[src/rtl/env_gen_if.sv]
// Envelope generator control/status bundle; the h_interval field exists only when ENV_GEN_HOLD_EN is defined.
// Master drives the note controls, slave (env_gen) drives the envelope status.
interface env_gen_if #(
    parameter int LVL_W = 7,
    parameter int INT_W = 16
);
    logic             gate;
    logic             retrig;
    logic [INT_W-1:0] a_interval;
    logic [INT_W-1:0] d_interval;
    logic [INT_W-1:0] r_interval;
`ifdef ENV_GEN_HOLD_EN
    logic [INT_W-1:0] h_interval;
`endif
    logic [LVL_W-1:0] sus_lvl;
    logic [LVL_W-1:0] level;
    logic [2:0]       stage;
    logic             running;
    logic             done;

`ifdef ENV_GEN_HOLD_EN
    modport master (output gate, retrig, a_interval, d_interval, r_interval, h_interval, sus_lvl,
                    input  level, stage, running, done);
    modport slave  (input  gate, retrig, a_interval, d_interval, r_interval, h_interval, sus_lvl,
                    output level, stage, running, done);
`else
    modport master (output gate, retrig, a_interval, d_interval, r_interval, sus_lvl,
                    input  level, stage, running, done);
    modport slave  (input  gate, retrig, a_interval, d_interval, r_interval, sus_lvl,
                    output level, stage, running, done);
`endif
endinterface

[src/rtl/env_gen.sv]
// ADSR envelope generator with optional HOLD stage (ENV_GEN_HOLD_EN); gate edges act 3 clocks after sampling.
// Registered outputs; no backpressure, level steps once per stage interval+1 clocks.
module env_gen #(
    parameter int LVL_W = 7,
    parameter int INT_W = 16
) (
    input  logic      clk,
    input  logic      rst,
    env_gen_if.slave  bus
);
    typedef enum logic [2:0] {
        S_IDLE    = 3'd0,
        S_ATTACK  = 3'd1,
`ifdef ENV_GEN_HOLD_EN
        S_HOLD    = 3'd2,
`endif
        S_DECAY   = 3'd3,
        S_SUSTAIN = 3'd4,
        S_RELEASE = 3'd5
    } stage_e;

    localparam logic [LVL_W-1:0] LVL_MAX  = '1;
    localparam logic [LVL_W-1:0] LVL_ONE  = LVL_W'(1);
    localparam logic [LVL_W-1:0] LVL_PRE  = LVL_MAX - LVL_ONE;
`ifdef ENV_GEN_HOLD_EN
    localparam stage_e PEAK_ST = S_HOLD;
`else
    localparam stage_e PEAK_ST = S_DECAY;
`endif

    stage_e           stage_q, stage_d;
    logic [LVL_W-1:0] level_q, level_d;
    logic [INT_W-1:0] tmr_q, tmr_d;
    logic [2:0]       sync_q, sync_d;
    logic             done_q, done_d;

    logic             rise, fall, fire;
    logic [INT_W-1:0] ivl;

    always_comb begin
        sync_d  = {sync_q[1:0], bus.gate};
        rise    = sync_q[1] & ~sync_q[2];
        fall    = ~sync_q[1] & sync_q[2];

        // IDLE and SUSTAIN use interval 0 so the timer simply stays parked at 0
        ivl = '0;
        case (stage_q)
            S_ATTACK:  ivl = bus.a_interval;
`ifdef ENV_GEN_HOLD_EN
            S_HOLD:    ivl = bus.h_interval;
`endif
            S_DECAY:   ivl = bus.d_interval;
            S_RELEASE: ivl = bus.r_interval;
            default:   ivl = '0;
        endcase
        fire = (tmr_q == ivl);

        stage_d = stage_q;
        level_d = level_q;
        done_d  = 1'b0;

        if (rise) begin
            stage_d = S_ATTACK;
            if (bus.retrig) level_d = '0;
        end else if (fall && stage_q != S_IDLE && stage_q != S_RELEASE) begin
            stage_d = S_RELEASE;
        end else begin
            case (stage_q)
                S_ATTACK: begin
                    if (level_q == LVL_MAX) begin
                        stage_d = PEAK_ST;
                    end else if (fire) begin
                        level_d = level_q + LVL_ONE;
                        if (level_q == LVL_PRE) stage_d = PEAK_ST;
                    end
                end
`ifdef ENV_GEN_HOLD_EN
                S_HOLD: begin
                    if (fire) stage_d = S_DECAY;
                end
`endif
                S_DECAY: begin
                    if (level_q <= bus.sus_lvl) begin
                        stage_d = S_SUSTAIN;
                    end else if (fire) begin
                        level_d = level_q - LVL_ONE;
                        if (level_d == '0) begin
                            stage_d = S_IDLE;
                            done_d  = 1'b1;
                        end else if (level_d == bus.sus_lvl) begin
                            stage_d = S_SUSTAIN;
                        end
                    end
                end
                S_SUSTAIN: level_d = bus.sus_lvl;
                S_RELEASE: begin
                    if (level_q == '0) begin
                        stage_d = S_IDLE;
                        done_d  = 1'b1;
                    end else if (fire) begin
                        level_d = level_q - LVL_ONE;
                        if (level_d == '0) begin
                            stage_d = S_IDLE;
                            done_d  = 1'b1;
                        end
                    end
                end
                S_IDLE:  stage_d = S_IDLE;
                default: stage_d = S_IDLE;
            endcase
        end

        // Any stage entry (including a re-triggered ATTACK) restarts the step period
        if (stage_d != stage_q || rise || fire) tmr_d = '0;
        else                                    tmr_d = tmr_q + INT_W'(1);
    end

    always_ff @(posedge clk) begin
        if (rst) begin
            stage_q <= S_IDLE;
            level_q <= '0;
            tmr_q   <= '0;
            sync_q  <= '0;
            done_q  <= 1'b0;
        end else begin
            stage_q <= stage_d;
            level_q <= level_d;
            tmr_q   <= tmr_d;
            sync_q  <= sync_d;
            done_q  <= done_d;
        end
    end

    assign bus.level   = level_q;
    assign bus.stage   = stage_q;
    assign bus.running = (stage_q != S_IDLE);
    assign bus.done    = done_q;
endmodule

[src/flat_wrapper.sv]
// flat-port wrapper written by rule: the top's interface ports become plain ports
module env_gen_flat 
#(
    parameter int LVL_W = 7,
    parameter int INT_W = 16
)
  (clk, rst, bus_gate, bus_retrig, bus_a_interval, bus_d_interval, bus_r_interval, bus_sus_lvl, bus_level, bus_stage, bus_running, bus_done);
  env_gen_if #(.LVL_W(LVL_W), .INT_W(INT_W)) bus_i ();
  input  logic clk;
  input  logic rst;
  input wire logic [$bits(bus_i.gate)-1:0] bus_gate;
  input wire logic [$bits(bus_i.retrig)-1:0] bus_retrig;
  input wire logic [$bits(bus_i.a_interval)-1:0] bus_a_interval;
  input wire logic [$bits(bus_i.d_interval)-1:0] bus_d_interval;
  input wire logic [$bits(bus_i.r_interval)-1:0] bus_r_interval;
  input wire logic [$bits(bus_i.sus_lvl)-1:0] bus_sus_lvl;
  output wire logic [$bits(bus_i.level)-1:0] bus_level;
  output wire logic [$bits(bus_i.stage)-1:0] bus_stage;
  output wire logic [$bits(bus_i.running)-1:0] bus_running;
  output wire logic [$bits(bus_i.done)-1:0] bus_done;
  assign bus_i.gate = bus_gate;
  assign bus_i.retrig = bus_retrig;
  assign bus_i.a_interval = bus_a_interval;
  assign bus_i.d_interval = bus_d_interval;
  assign bus_i.r_interval = bus_r_interval;
  assign bus_i.sus_lvl = bus_sus_lvl;
  assign bus_level = bus_i.level;
  assign bus_stage = bus_i.stage;
  assign bus_running = bus_i.running;
  assign bus_done = bus_i.done;
  env_gen #(.LVL_W(LVL_W), .INT_W(INT_W)) u_core (.clk(clk), .rst(rst), .bus(bus_i));
endmodule
[config.mk]
export PLATFORM = sky130hd
export DESIGN_NAME = env_gen_flat
export DESIGN_NICKNAME = d
export VERILOG_FILES = /design/src/rtl/env_gen_if.sv /design/src/rtl/env_gen.sv /design/src/flat_wrapper.sv
export SDC_FILE = /design/constraint.sdc
export NUM_CORES = 1
export LEC_CHECK = 0
export ABC_AREA = 1
export BUFFER_PORTS_ARGS = -buffer_cell sky130_fd_sc_hd__buf_2
export CAP_MARGIN = 20
export CORE_UTILIZATION = 40
export CTS_BUF_LIST = sky130_fd_sc_hd__clkbuf_4 sky130_fd_sc_hd__clkbuf_8 sky130_fd_sc_hd__clkbuf_16
export DETAILED_ROUTE_END_ITERATION = 8
export GPL_TIMING_DRIVEN = 0
export PLACE_DENSITY = 0.62
export RECOVER_POWER = 50
export SLEW_MARGIN = 15
export SYNTH_ARGS = -nofsm -noshare
export SYNTH_HDL_FRONTEND = slang
export SYNTH_SLANG_ARGS = --single-unit
[constraint.sdc]
create_clock -name clk -period 6.3 [get_ports clk]
set_input_delay 0.315 -clock clk [delete_from_list [all_inputs] [get_ports clk]]
set_output_delay 0.315 -clock clk [all_outputs]
set_load 0.05 [all_outputs]
==> results.ini, run 1 <==
[run_status]
run_status=completed

[critical_path]
path_cells=clkbuf_1, clkbuf_1, nand3_1, nand4_1, nand2_1, nor2_1, nand2_1, nor2_1, nand3_1, nand3_1, nand4_1, nand2_1, nand4_1, buf_12, nor2_2
critPathLaunchType=flip-flop
end_kind=flip-flop
critPathMaxFanout=10
cpMaxStageDelayCell=clkbuf_1
slowest_delay_ns=0.44
cp.required_ns=6.53
cp_top_family=simple AND/OR/NAND/NOR gates
critical_path_class=reg2reg
worstPathArrival_ns=3.55
cp_num_buf_inv=3

[sta]
maxSlewViolCount=0
fin_crit_ns=3.32
worst_pin_slew_ns=0.612
skew_ns=0.00613
timing.fmax_mhz=301
worst_slack_ns=2.98
final.setup.tns_ns=0
relSlewSlack_pct=59.3
rsz0062_at_grt=no
period_share_pct=52.7
finalHoldViolCount=0
setup_viol=0

[logic_synthesis]
synth.yosys.seq_area_share_pct=20.7
syn_avg_cell_area_um2=6.29
synth_xor_area_share_pct=5.90
synth-seq-cells=30
ys_types=37
synth-compound-area-share_pct=7.32
yosysWarnings=0
synth_cells=462
muxShareOfSynthArea_pct=0
synth_nets=533
synth_top_family_by_area=simple AND/OR/NAND/NOR gates
synth_area_um2=2910
yosys.area_share.simple_pct=50.3
synth_adder_area_share_pct=5.17

[cells_and_area]
drive_gt1_share_pct=18.5
area_growth_pct=19.7
n_antenna_cell=0
seq_area_um2=601
nets=610
final_common_cell=nand2_1
fill_cells=751
final_cell_mix=96 x nand2_1, 65 x buf_2, 61 x nand3_1
multiInputGateArea_um2=1970

[floorplanning]
rows=30
die_x_um=87.2
initial_core_util_pct=42.1
die_y_um=87.2
core_um2=6910
io_pins=71
design.die.area_um2=7610

[pwr]
p_per_area_nw_per_um2=185
ir_drop_mv=0.0825
p_leak_uw=0.00160

[drt]
via_count=3330
drt_iter0_markers=172
wl_per_cell_um=13.7
ant_nets=0
viasPerCell=5.24
drc=0
drt_first_pass_iters=4
wl_um=8690

[clock_network]
cts.sinks=30
holdBufCountCts=0
clockBufferDepth=2
cts.clk_slew.worst_paths_ns=0.07
post_cts_buffers=0
clkLatencyLatePin_ns=0.29
cts.repair.resized=0
numCtsBuffers=5
cts_tree=done
cts_root_buf=clkbuf_8
htree_num_levels=2

[worst_hold_path]
hold_path.class=in2reg

[placed_design]
pre_cts_slack_ns=3.55
port_buffers=70
place.gp.congestion=0.912
hpwl_um=6890

[global_route]
antenna_found_initial=0
grt_max_degree=11
grt.total_usage_pct=24.4
gr-total-overflow=0
grt_pass1_wl_um=14400
grt_pass1_vias=3029

[flow_run]
cap_violations=0

-- routing by layer --
metal,share of wire (%),GRT usage (%)
met1,45,31.4
met2,48,41.7
met3,4.6,3.13
met4,2.0,9.09
met5,0,0
-- through the flow --
step	std cells	power [uW]	util [%]	cell area, um2	hold WS [ns]
2_1_floorplan	462	347	-	2910	0.384
3_3_place_gp	628	401	48.9	3380	0.389
3_5_place_dp	628	402	48.9	3380	0.411
4_1_cts	636	651	50.9	3520	0.222
5_1_grt	636	682	50.4	3480	0.230
6_report	636	643	50.4	3480	0.221
-- registers in the layout, indices dropped and copies added (netlist names) --
| name | cells |
|---|---|
| u_core.bus.level | 7 |
| u_core.bus.stage | 3 |
| u_core.sync_q | 3 |
| u_core.bus.done | 1 |
| u_core.tmr_q | 16 |
-- synthesized netlist by cell type (all sizes together) --
| library cell | instances | area, um2 |
|---|---|---|
| a21oi | 15 | 78.8 |
| buf | 13 | 95.1 |
| o32ai | 1 | 8.76 |
| nor3 | 11 | 60.1 |
| o2111a | 1 | 11.3 |
| ha | 12 | 150 |
| inv | 55 | 206 |
| nor2 | 76 | 378 |
| nor3b | 2 | 20.0 |
| a22oi | 1 | 7.51 |
| o22ai | 2 | 12.5 |
| xnor3 | 1 | 22.5 |
| xnor2 | 2 | 17.5 |
| o211a | 1 | 10.0 |
| o21ai | 11 | 55.1 |
| xor2 | 15 | 131 |
| nand3b | 1 | 7.51 |
| dfxtp | 30 | 601 |
| nand2 | 97 | 367 |
| a31oi | 1 | 6.26 |
| nand4 | 47 | 309 |
| nand3 | 62 | 320 |
| clkbuf | 1 | 3.75 |
| o211ai | 3 | 22.5 |
| clkinv | 1 | 3.75 |
-- where the power goes --
part / leakage, uW / switching, uW / internal, uW
logic: 0.00128 / 123 / 64.7
clock network: 0.0000714 / 79.1 / 169
registers: 0.000243 / 10.7 / 197
-- layout make-up --
| class | instances | area share [%] |
|---|---|---|
| Inverter | 56 | 6.04 |
| Multi-Input combinational cell | 362 | 56.7 |
| Sequential cell | 30 | 17.3 |
| Clock buffer | 6 | 2.37 |
| Tap cell | 96 | 3.45 |
| Clock inverter | 2 | 1.73 |
| Buffer | 14 | 2.77 |
| Timing Repair Buffer | 70 | 9.64 |
-- worst min-delay path: stages --
cell and delay (ns):
buf_2 0.07, inv_1 0.03, nor2_1 0.06
-- logic make-up after synthesis --
kind of cell             after synthesis
adder cells (fa/ha/maj)               12
flip-flops                            30
buffers and inverters                 70
AND/OR/NAND/NOR                      296
AO/OA/AOI/OAI                         36
XOR/XNOR                              18
-- final timing paths --
check                           depth (start not counted)  slack [ns]               end                 from
worst min register to register                          2        0.42  u_core.sync_q[1]     u_core.sync_q[0]
worst min-delay path                                    3        0.22  u_core.sync_q[0]             bus_gate
worst max register to register                         15        2.98   u_core.tmr_q[8]  u_core.bus.stage[0]
worst max-delay path                                   15        2.98   u_core.tmr_q[8]  u_core.bus.stage[0]
Power figures use the tool's default switching activity.
==> run 2: changes to the inputs <==
--- a/config.mk
+++ b/config.mk
@@ -12,7 +12,7 @@
 export CTS_BUF_LIST = sky130_fd_sc_hd__clkbuf_4 sky130_fd_sc_hd__clkbuf_8 sky130_fd_sc_hd__clkbuf_16
 export DETAILED_ROUTE_END_ITERATION = 8
 export GPL_TIMING_DRIVEN = 0
-export PLACE_DENSITY = 0.62
+export PLACE_DENSITY = 0.64
 export RECOVER_POWER = 50
 export SLEW_MARGIN = 15
 export SYNTH_ARGS = -nofsm -noshare
==> constraint.sdc (replaced) <==
create_clock -name clk -period 2.79 [get_ports clk]
set_input_delay 0.1395 -clock clk [delete_from_list [all_inputs] [get_ports clk]]
set_output_delay 0.1395 -clock clk [all_outputs]
set_load 0.05 [all_outputs]
==> run 2 against run 1 <==
  * Via count is 0.99% lower
  * First-iteration DRC count is 12% higher
  * Final cell count is 0.94% higher
  * Clock-buffer cell count is 1 higher
  * Maximum frequency is 28% higher
==> results.ini, run 2 (synthesis results as in run 1) <==
[run_status]
run_status=completed

[pwr]
p_leak_uw=0.00165
p_int_uw=834
swShare_pct=37.1
clockPowerShare_pct=28.3
ir_drop_mv=0.197
switching_power_uw=493
pwr-share-seq_pct=35.4
combPwrFrac_pct=36.3
p_per_area_nw_per_um2=367

[global_route]
grt.total_usage_pct=24.1
grt_pass1_wl_um=14300
gr-total-overflow=0
antenna_found_initial=0
grt_max_degree=11
grt_pass1_vias=3139

[cells_and_area]
n_antenna_cell=0
final_cell_mix=96 x nand2_1, 63 x buf_2, 59 x nand3_1, 59 x nor2_1, 52 x inv_1
fill_cells=761
regMostFlops=u_core.tmr_q
final_area_um2=3620
nets=616
area_growth_pct=24.5
largest_reg_flops=16
drive_gt1_share_pct=22.0
final_common_cell=nand2_1

[floorplanning]
io_pins=71
core_um2=6910
rows=30
die_x_um=87.2
die_y_um=87.2
design.die.area_um2=7610
initial_core_util_pct=42.1

[clock_network]
cts.clk_slew.worst_paths_ns=0.07
numCtsBuffers=5
cts.sinks=30
htree_num_levels=2
clockBufferDepth=2
holdBufCountCts=0
cts_tree=done
clkLatencyLatePin_ns=0.28
cts_root_buf=clkbuf_8

[drt]
drt_iter0_markers=193
via_count=3297
viasPerCell=5.14
drt_first_pass_iters=4
ant_nets=0
wl_per_cell_um=13.7
wl_um=8820
drc=0

[critical_path]
critPathMaxFanout=10
path_cells=buf_6, buf_2, nand4_1, nand3_1, nand2_1, nand2_1, nor2_1, nand2_1, nor2_4, nand3_1, nand3_1, nand2_1, nand2_1, a21oi_1, nand4_4, clkbuf_16, nor2_4
r2r_cells=17
cp_top_family=simple AND/OR/NAND/NOR gates
critPathLaunchType=flip-flop
critical_path_class=reg2reg
cp_common_cell=nand2_1
timing.rr.start=u_core.bus.stage[1]
end_kind=flip-flop
r2r_slack_ns=0.20
cpMaxStageDelayCell=dfxtp_1
slowest_delay_ns=0.38
worst_r2r_endpoint=u_core.tmr_q[2]
worstPathArrival_ns=2.82
cp_num_buf_inv=3
cp.required_ns=3.02

[worst_hold_path]
hp-start=bus_gate
hold_end=u_core.sync_q[0]
hold_path_depth=3
hold_path.class=in2reg

[flow_run]
cap_violations=0

[sta]
fin_crit_ns=2.59
maxSlewViolCount=0
setup_viol=0
finalHoldViolCount=0
skew_ns=0.00300
worst_pin_slew_ns=0.604
timing.fmax_mhz=386
worst_slack_ns=0.197
period_share_pct=92.9
relSlewSlack_pct=59.9

[placed_design]
hpwl_um=6910
placed_area_um2=3380
port_buffers=70
place.gp.congestion=0.912
pre_cts_slack_ns=0.0325

run 2: changes by cell type in the layout (fill, tap and decap cells not counted), sizes merged:
cell,change
bufinv,-2
buf,+3
clkinv,+1
clkbuf,+4
run 2: layer usage:
layer  part of all wire, %  global-route usage, %  up-vias
li1                      -                      -     1730
met1                    47                   30.9     1450
met3                   4.6                   3.32       14
met5                     0                      0        -
met2                    46                   41.6      103
met4                   2.1                   8.05        0
run 2: power by group through the flow:
| stage | logic [uW] | registers, uW | clock network (uW) |
|---|---|---|---|
| 2_1_floorplan | 278 | 506 | 0 |
| 3_3_place_gp | 430 | 479 | 0 |
| 3_5_place_dp | 434 | 479 | 0 |
| 4_1_cts | 435 | 469 | 386 |
| 6_report | 481 | 470 | 376 |
| 5_1_grt | 530 | 473 | 407 |
run 2: layout make-up:
type | instances | area [um2] | share of cell area, %
Sequential cell | 30 | 609 | 16.9
Tap cell | 96 | 120 | 3.32
Clock inverter | 1 | 5.00 | 0.138
Inverter | 56 | 213 | 5.88
Multi-Input combinational cell | 362 | 2050 | 56.8
Clock buffer | 7 | 90.1 | 2.49
Timing Repair Buffer | 76 | 410 | 11.3
Buffer | 14 | 114 | 3.15
run 2: worst max path at each step:
stage                   startpoint              end  slack (ns)  depth (start not counted)
2_1_floorplan  u_core.bus.stage[0]  u_core.tmr_q[8]        0.08                         13
6_report       u_core.bus.stage[1]  u_core.tmr_q[2]        0.20                         17
3_5_place_dp   u_core.bus.level[0]  u_core.tmr_q[3]        0.03                         18
3_3_place_gp   u_core.bus.level[0]  u_core.tmr_q[8]        0.04                         18
4_1_cts        u_core.bus.level[0]  u_core.tmr_q[8]        0.02                         18
5_1_grt        u_core.bus.stage[1]  u_core.tmr_q[7]       -0.02                         19
run 2: repair_timing:
action,4_1_cts,5_1_grt
setup endpoints to repair,0,23
setup buffers,0,5
resized for setup,0,25
run 2: stage by stage:
step	total power, uW	std cells	setup TNS (ns)	hold WS (ns)	util [%]
3_5_place_dp	913	628	0	0.367	48.9
2_1_floorplan	784	462	0	0.209	-
5_1_grt	1410	642	-0.0838	0.0685	52.4
4_1_cts	1290	636	0	0.0723	50.3
6_report	1330	642	0	0.0741	52.4
3_3_place_gp	909	628	0	0.344	48.9
run 2: worst register-to-register path: stages (launching register included):
cell and delay, ns:
dfxtp_1 0.38, buf_6 0.17, buf_2 0.25, nand4_1 0.15
nand3_1 0.11, nand2_1 0.05, nand2_1 0.10, nor2_1 0.06
nand2_1 0.11, nor2_4 0.06, nand3_1 0.11, nand3_1 0.11
nand2_1 0.08, nand2_1 0.06, a21oi_1 0.23, nand4_4 0.20
clkbuf_16 0.23, nor2_4 0.07
